`config.mk`:
```
export PLATFORM = sky130hd
export DESIGN_NAME = cacheline_adapter_flat
export DESIGN_NICKNAME = d
export VERILOG_FILES = /design/src/rtl/cache_types_pkg.sv /design/src/rtl/cacheline_adapter_if.sv /design/src/rtl/cacheline_adapter.sv /design/src/flat_wrapper.sv
export SDC_FILE = /design/constraint.sdc
export NUM_CORES = 1
export LEC_CHECK = 0
export ABC_CLOCK_PERIOD_IN_PS = 2700
export BUFFER_PORTS_ARGS = -buffer_cell sky130_fd_sc_hd__buf_4
export CORE_AREA = 2 2 280 282
export DETAILED_ROUTE_END_ITERATION = 12
export DIE_AREA = 0 0 282 284
export PLACE_DENSITY = 0.62
export SLEW_MARGIN = 30
export SYNTH_ARGS = -nofsm -noshare
export SYNTH_HDL_FRONTEND = slang
export SYNTH_SLANG_ARGS = --single-unit
```
`constraint.sdc`:
```
create_clock -name clk -period 2.7 [get_ports clk]
set_clock_uncertainty 0.15 [all_clocks]
set_input_delay 0.405 -clock clk [delete_from_list [all_inputs] [get_ports clk]]
set_output_delay 0.405 -clock clk [all_outputs]
set_load 0.05 [all_outputs]
```
`src/rtl/cache_types_pkg.sv`:
```
// Shared cache-side types and geometry for the line/burst adapter.
// Beat counter width follows from the number of beats per line.
package cache_types_pkg;
    localparam int LINE_W   = 256;
    localparam int BEAT_W   = 64;
    localparam int BEATS    = LINE_W / BEAT_W;
    localparam int OFFSET_W = 5;
    localparam int CNT_W    = $clog2(BEATS);

    typedef enum logic [1:0] {
        IDLE,
        READ,
        WRITE,
        DONE
    } state_t;
endpackage

```
`src/rtl/cacheline_adapter_if.sv`:
```
// Cache-side line port and memory-side burst port of the line adapter.
// The adapter uses the slave view; the cache/memory environment uses master.
interface cacheline_adapter_if #(
    parameter int LINE_W = cache_types_pkg::LINE_W,
    parameter int BEAT_W = cache_types_pkg::BEAT_W
);
    logic [31:0]       line_addr;
    logic              line_read;
    logic              line_write;
    logic [LINE_W-1:0] line_wdata;
    logic [LINE_W-1:0] line_rdata;
    logic              line_resp;

    logic [31:0]       burst_addr;
    logic              burst_read;
    logic              burst_write;
    logic [BEAT_W-1:0] burst_wdata;
    logic [BEAT_W-1:0] burst_rdata;
    logic              burst_resp;

    modport slave (
        input  line_addr, line_read, line_write, line_wdata, burst_rdata, burst_resp,
        output line_rdata, line_resp, burst_addr, burst_read, burst_write, burst_wdata
    );

    modport master (
        output line_addr, line_read, line_write, line_wdata, burst_rdata, burst_resp,
        input  line_rdata, line_resp, burst_addr, burst_read, burst_write, burst_wdata
    );
endinterface

```
`src/rtl/cacheline_adapter.sv`:
```
// Converts whole-line cache fills/writebacks into four-beat memory bursts.
// Writebacks take priority over fills when both are requested together.
module cacheline_adapter #(
    parameter int LINE_W = cache_types_pkg::LINE_W,
    parameter int BEAT_W = cache_types_pkg::BEAT_W
) (
    input  logic               clk,
    input  logic               rst,
    cacheline_adapter_if.slave bus
);
    import cache_types_pkg::*;

    localparam logic [31:0] OFFSET_MASK = 32'((1 << OFFSET_W) - 1);

    state_t            state;
    state_t            state_nxt;
    logic [CNT_W-1:0]  cnt;
    logic [LINE_W-1:0] wsr;
    logic [LINE_W-1:0] rdata;
    logic [31:0]       addr;
    logic              beat_ack;
    logic              last_beat;

    // Memory acknowledges only count while a burst is actually in flight.
    assign beat_ack  = bus.burst_resp && ((state == READ) || (state == WRITE));
    assign last_beat = beat_ack && (cnt == CNT_W'(BEATS - 1));

    always_ff @(posedge clk or negedge rst) begin
        if (!rst) begin
            state <= IDLE;
        end else begin
            state <= state_nxt;
        end
    end

    always_comb begin
        state_nxt = state;
        case (state)
            IDLE: begin
                if (bus.line_write) begin
                    state_nxt = WRITE;
                end else if (bus.line_read) begin
                    state_nxt = READ;
                end
            end
            READ, WRITE: begin
                if (last_beat) begin
                    state_nxt = DONE;
                end
            end
            DONE:    state_nxt = IDLE;
            default: state_nxt = IDLE;
        endcase
    end

    // The shift register always presents the current write beat in its low word.
    always_ff @(posedge clk or negedge rst) begin
        if (!rst) begin
            cnt   <= '0;
            wsr   <= '0;
            rdata <= '0;
            addr  <= '0;
        end else if (state == IDLE) begin
            if (bus.line_write || bus.line_read) begin
                addr <= bus.line_addr & ~OFFSET_MASK;
                wsr  <= bus.line_wdata;
                cnt  <= '0;
            end
        end else if (beat_ack) begin
            cnt <= cnt + 1'b1;
            if (state == READ) begin
                rdata[int'(cnt)*BEAT_W +: BEAT_W] <= bus.burst_rdata;
            end else begin
                wsr <= wsr >> BEAT_W;
            end
        end
    end

    assign bus.burst_read  = (state == READ);
    assign bus.burst_write = (state == WRITE);
    assign bus.line_resp   = (state == DONE);
    assign bus.burst_addr  = addr;
    assign bus.burst_wdata = wsr[BEAT_W-1:0];
    assign bus.line_rdata  = rdata;
endmodule

```
`src/flat_wrapper.sv`:
```
// flat-port wrapper written by rule: the top's interface ports become plain ports
module cacheline_adapter_flat import cache_types_pkg::*;
#(
    parameter int LINE_W = cache_types_pkg::LINE_W,
    parameter int BEAT_W = cache_types_pkg::BEAT_W
)
  (clk, rst, bus_line_addr, bus_line_read, bus_line_write, bus_line_wdata, bus_burst_rdata, bus_burst_resp, bus_line_rdata, bus_line_resp, bus_burst_addr, bus_burst_read, bus_burst_write, bus_burst_wdata);
  cacheline_adapter_if #(.LINE_W(LINE_W), .BEAT_W(BEAT_W)) bus_i ();
  input  logic clk;
  input  logic rst;
  input wire logic [$bits(bus_i.line_addr)-1:0] bus_line_addr;
  input wire logic [$bits(bus_i.line_read)-1:0] bus_line_read;
  input wire logic [$bits(bus_i.line_write)-1:0] bus_line_write;
  input wire logic [$bits(bus_i.line_wdata)-1:0] bus_line_wdata;
  input wire logic [$bits(bus_i.burst_rdata)-1:0] bus_burst_rdata;
  input wire logic [$bits(bus_i.burst_resp)-1:0] bus_burst_resp;
  output wire logic [$bits(bus_i.line_rdata)-1:0] bus_line_rdata;
  output wire logic [$bits(bus_i.line_resp)-1:0] bus_line_resp;
  output wire logic [$bits(bus_i.burst_addr)-1:0] bus_burst_addr;
  output wire logic [$bits(bus_i.burst_read)-1:0] bus_burst_read;
  output wire logic [$bits(bus_i.burst_write)-1:0] bus_burst_write;
  output wire logic [$bits(bus_i.burst_wdata)-1:0] bus_burst_wdata;
  assign bus_i.line_addr = bus_line_addr;
  assign bus_i.line_read = bus_line_read;
  assign bus_i.line_write = bus_line_write;
  assign bus_i.line_wdata = bus_line_wdata;
  assign bus_i.burst_rdata = bus_burst_rdata;
  assign bus_i.burst_resp = bus_burst_resp;
  assign bus_line_rdata = bus_i.line_rdata;
  assign bus_line_resp = bus_i.line_resp;
  assign bus_burst_addr = bus_i.burst_addr;
  assign bus_burst_read = bus_i.burst_read;
  assign bus_burst_write = bus_i.burst_write;
  assign bus_burst_wdata = bus_i.burst_wdata;
  cacheline_adapter #(.LINE_W(LINE_W), .BEAT_W(BEAT_W)) u_core (.clk(clk), .rst(rst), .bus(bus_i));
endmodule
```
== After elaboration in Yosys (flattened, before gate mapping) ==
Cells that the tools add are included.
Cells by class
  muxes and demuxes: 12
  eq/ne operators: 8
  add/subtract/negate cells: 2
  shift-type cells: 2
  bitwise operators: 1
  reduce and logical (&&, ||, !) cells: 12
Operators by type and width (count)
  $mux 256: 4
  $bwmux 256: 1
  $shift 64x33->256 const A: 1
  $shiftx 64x33->256: 1
  $neg 8->33: 1
  $mux 2: 6
  $eq 2x2->1 const B: 3
  $pmux 2 s3: 1
  $reduce_and 2->1: 3
  $reduce_and 3->1: 2
  $ne 2x1->1 const B: 2
  $ne 3x3->1 const B: 1
  $add 2x1->2 const B: 1
  $eq 2x1->1 const B: 1
  $logic_and 1x1->1: 2
  $logic_not 2->1: 1
  $logic_or 1x1->1: 2
  $ne 2x2->1 const B: 1
  $reduce_bool 2->1: 1
  $reduce_or 2->1: 1
  $not 1->1: 1
Word-level totals
  output and inout bits: 355
  input bits: 357
  logic and storage cells: 42
  register bits: 543

== Depth between registers and ports, before layout ==
  depth in word-level cells: 6
  gate-level depth with buffers: 8

== Worst setup path before layout ==
No wires, ideal clock.
  path type: reg2reg
  start: register u_core.state[0]
  end: register u_core.wsr[33]
  library setup time: 0.128 ns
  clock period less this slack: 2.227 ns
  arrival time: 1.950 ns
  slack: 0.473 ns
  stages on the path, launching flop included: 8
  data required time: 2.422 ns
  path through: dfrtp_1 > inv_1 > ha_1 > buf_2 > buf_2 > clkbuf_1 > mux2_2 > mux2_1
On the way
  longest elaborated chain between the ends: 5
  elaborated cells on any way between the ends: 10
  those cells by class: 4 x eq/ne; 1 x mux; 5 x reduce/logical
Ends and longest elaborated chain
  start, declared: RTL line cacheline_adapter.sv:15  | state_t state;
  start signal, assigned: RTL line cacheline_adapter.sv:32  | state <= state_nxt;
  $eq 2x1->1 or $eq 2x2->1 (tied branches): RTL line cacheline_adapter.sv:25, cacheline_adapter.sv:71
  $logic_or 1x1->1: RTL line cacheline_adapter.sv:25  | assign beat_ack = bus.burst_resp && ((state == READ) || (state == WRITE));
  $logic_and 1x1->1: RTL line cacheline_adapter.sv:25
  $reduce_bool 2->1 (no source line)
  $reduce_and 3->1 (no source line)
  end signal, assigned: RTL line cacheline_adapter.sv:66  | wsr <= bus.line_wdata;
  end signal, assigned: RTL line cacheline_adapter.sv:74  | wsr <= wsr >> BEAT_W;
  end, declared: RTL line cacheline_adapter.sv:18  | logic [LINE_W-1:0] wsr;
Parallel ways exist; a longest one is shown, timed or not.
A chain may end at the register's enable or synchronous reset.

== Final worst setup path ==
  start: register u_core.state[0]
  end: register u_core.wsr[141]
Same word-level chain as after synthesis.

==> results.json <==
{
  "p_per_area_nw_per_um2": 1130,
  "synth_common_cells": "543 x dfrtp_1, 327 x mux2_2, 256 x a22o_1",
  "final_nets": 3028,
  "cts_made_buffers": 59,
  "arrival_ns": 2.75,
  "synth_warnings": 0,
  "critPathMaxFanout": 17,
  "finalSetupTns_ns": 0,
  "yosys.cell_count.top_type": "dfrtp_1",
  "r2r_cells": 7,
  "n_fill_cell": 6814,
  "cp-start-kind": "flip-flop",
  "ys_ff_latch": 543,
  "r2r_slack_ns": 0.27,
  "post-route-util": 0.448,
  "antenna_left": 0,
  "synth_area_um2": 23000,
  "avgSynthCellArea_um2": 13.5,
  "async_flop_share": 1.00,
  "grt_overflow": 0,
  "busiest_layer": "met2",
  "cts_setup_buffers": 0,
  "post_drt_wl_per_cell_um": 20.2,
  "clockBufferDepth": 3,
  "hold_depth": 4,
  "hpwlAfterDp_um": 52100,
  "gr-usage-met1": 0.224,
  "clock_latency_ns": 0.61,
  "slew_violations": 0,
  "core_area_um2": 77000,
  "cap_violations": 0,
  "dr.pass1.iters": 5,
  "routabilityCongestion": 0.828,
  "r2r-end": "u_core.wsr[141]",
  "globalRouteTotalUtil": 0.182,
  "timing.rr.start": "u_core.state[0]",
  "clkTransAtPathRegs_ns": 0.06,
  "relSlewSlack": 0.377,
  "power_w": 0.0390,
  "cts_tree": "yes",
  "synth_top_area_share": 0.591,
  "synthCells": 1700,
  "rsz0062_at_grt": "false",
  "areaGrowthSynthToFinish_pct": 50.0,
  "die_area_um2": 80100,
  "drive_above_1_share": 0.439,
  "grt_pass1_vias": 18900,
  "grt_use_met2": 0.302,
  "htreeDepth": 2,
  "vias": 17600,
  "grt_pass1_wl_um": 114000,
  "synth_seq_area_share": 0.591,
  "die_x_um": 282,
  "setup_viol": 0,
  "status": "complete, no violations",
  "worst_pin_slew_ns": 0.935,
  "cts_root_buf": "clkbuf_16",
  "ir_drop_v": 0.000592,
  "routed_wl_um": 75500,
  "row_count": 102,
  "cp-end-kind": "flip-flop",
  "hold_viol": 0,
  "worstSetupPathType": "reg -> reg",
  "holdWs_ns": 0.0496,
  "synth.largest_area_cell": "dfrtp_1",
  "min_to": "u_core.wsr[181]",
  "hp-start": "bus_line_wdata[181]",
  "drc": 0,
  "synth_edf_count": 0,
  "ys.flop_type": "dfrtp_1",
  "drt_iter0_drc": 927,
  "port_buffers": 701,
  "start_util": 0.299,
  "hp-class": "in -> reg",
  "p_leak_nw": 16.6,
  "grt_start_max_net_pins": 98,
  "fmax_mhz": 412,
  "layout_min_cycle_time_ns": 2.43,
  "pin_count": 712,
  "cts.sinks": 543,
  "grt_antenna_before_repair": 3,
  "avgViaCountPerCell": 4.70,
  "die_h_um": 284,
  "min_period_over_period": 0.899,
  "use_met3": 0.0514,
  "required_ns": 3.02,
  "synthTopCellsByArea": "dfrtp_1 59%, mux2_2 16%, a22o_1 9.8%",
  "synthDistinctLibCells": 29
}
placed cells by master (no fill, tap or decap), types with 61 or more instances in the layout:
cell	instances
buf_4	732
mux2i_1	64
inv_1	70
mux2_2	327
a22o_1	256
dfrtp_1	543
clkbuf_16	61
dlygate4sd3_1	329
nand2_1	131
o21ai_0	67
timing repair:
| action | in CTS | in global routing |
|---|---|---|
| hold endpoints to repair | 567 | 0 |
| gates resized for setup | 0 | 1 |
| hold buffers | 329 | 0 |
| setup endpoints to repair | 0 | 9 |
sequential cells by signal, summed over array words and instances (netlist names):
name                   count
u_core.state               2
u_core.wsr               256
u_core.bus.line_rdata    256
u_core.cnt                 2
u_core.bus.burst_addr     27
per-layer routing:
metal	wire length, µm	up-vias
li1	-	7892
met2	36000	737
met1	30400	8830
met4	2560	4
met3	6530	121
met5	27	-
power by group:
part,switching [W],internal [W]
sequential,0.00139,0.0109
combinational,0.0103,0.00786
clock,0.00336,0.00522
worst max-delay path: stages (launching register included):
cell      delay, ns
dfrtp_1        0.44
inv_1          0.12
ha_4           0.34
nand3b_1       0.16
a21oi_4        0.20
buf_12         0.20
buf_4          0.30
mux2_2         0.36
how the worst max path moves through the flow:
stage	from	endpoint	slack, ns	cells past startpoint
2_1_floorplan	u_core.state[0]	u_core.wsr[33]	0.47	7
3_3_place_gp	u_core.state[1]	u_core.bus.line_rdata[118]	0.23	7
3_5_place_dp	u_core.state[1]	u_core.bus.line_rdata[103]	0.15	7
4_1_cts	u_core.state[1]	u_core.bus.line_rdata[113]	0.11	7
5_1_grt	u_core.state[1]	u_core.bus.line_rdata[98]	0.11	7
6_report	u_core.state[0]	u_core.wsr[141]	0.27	7
through the flow:
step / instance area, µm² / instances / setup slack (ns)
2_1_floorplan: 23000 / 1704 / 0.473
3_3_place_gp: 29100 / 3311 / 0.227
3_5_place_dp: 29100 / 3311 / 0.150
4_1_cts: 34500 / 3743 / 0.111
5_1_grt: 34500 / 3744 / 0.110
6_report: 34500 / 3744 / 0.272
logic make-up (layout without fill, tap and decap cells):
kind of cell / Yosys count / count (layout) / share of synthesized area
flip-flops: 543 / 543 / 0.591
multiplexers: 413 / 413 / 0.199
AO/OA/AOI/OAI: 326 / 326 / 0.113
buffers and inverters: 258 / 1257 / 0.0626
AND/OR/NAND/NOR: 149 / 149 / 0.0284
adder cells (fa/ha/maj): 10 / 10 / 0.00545
other: 1 / 6 / 0.000163
area by class of cell:
class	instances	area (µm²)	share of cell area
Timing Repair Buffer	1084	9240	0.268
Clock inverter	27	408	0.0118
Sequential cell	543	13600	0.394
Clock buffer	76	1640	0.0477
Tap cell	1040	1300	0.0378
Multi-Input combinational cell	903	8010	0.233
Inverter	70	263	0.00762
Antenna cell	1	2.50	0.0000726
Power figures use the tool's default switching activity.
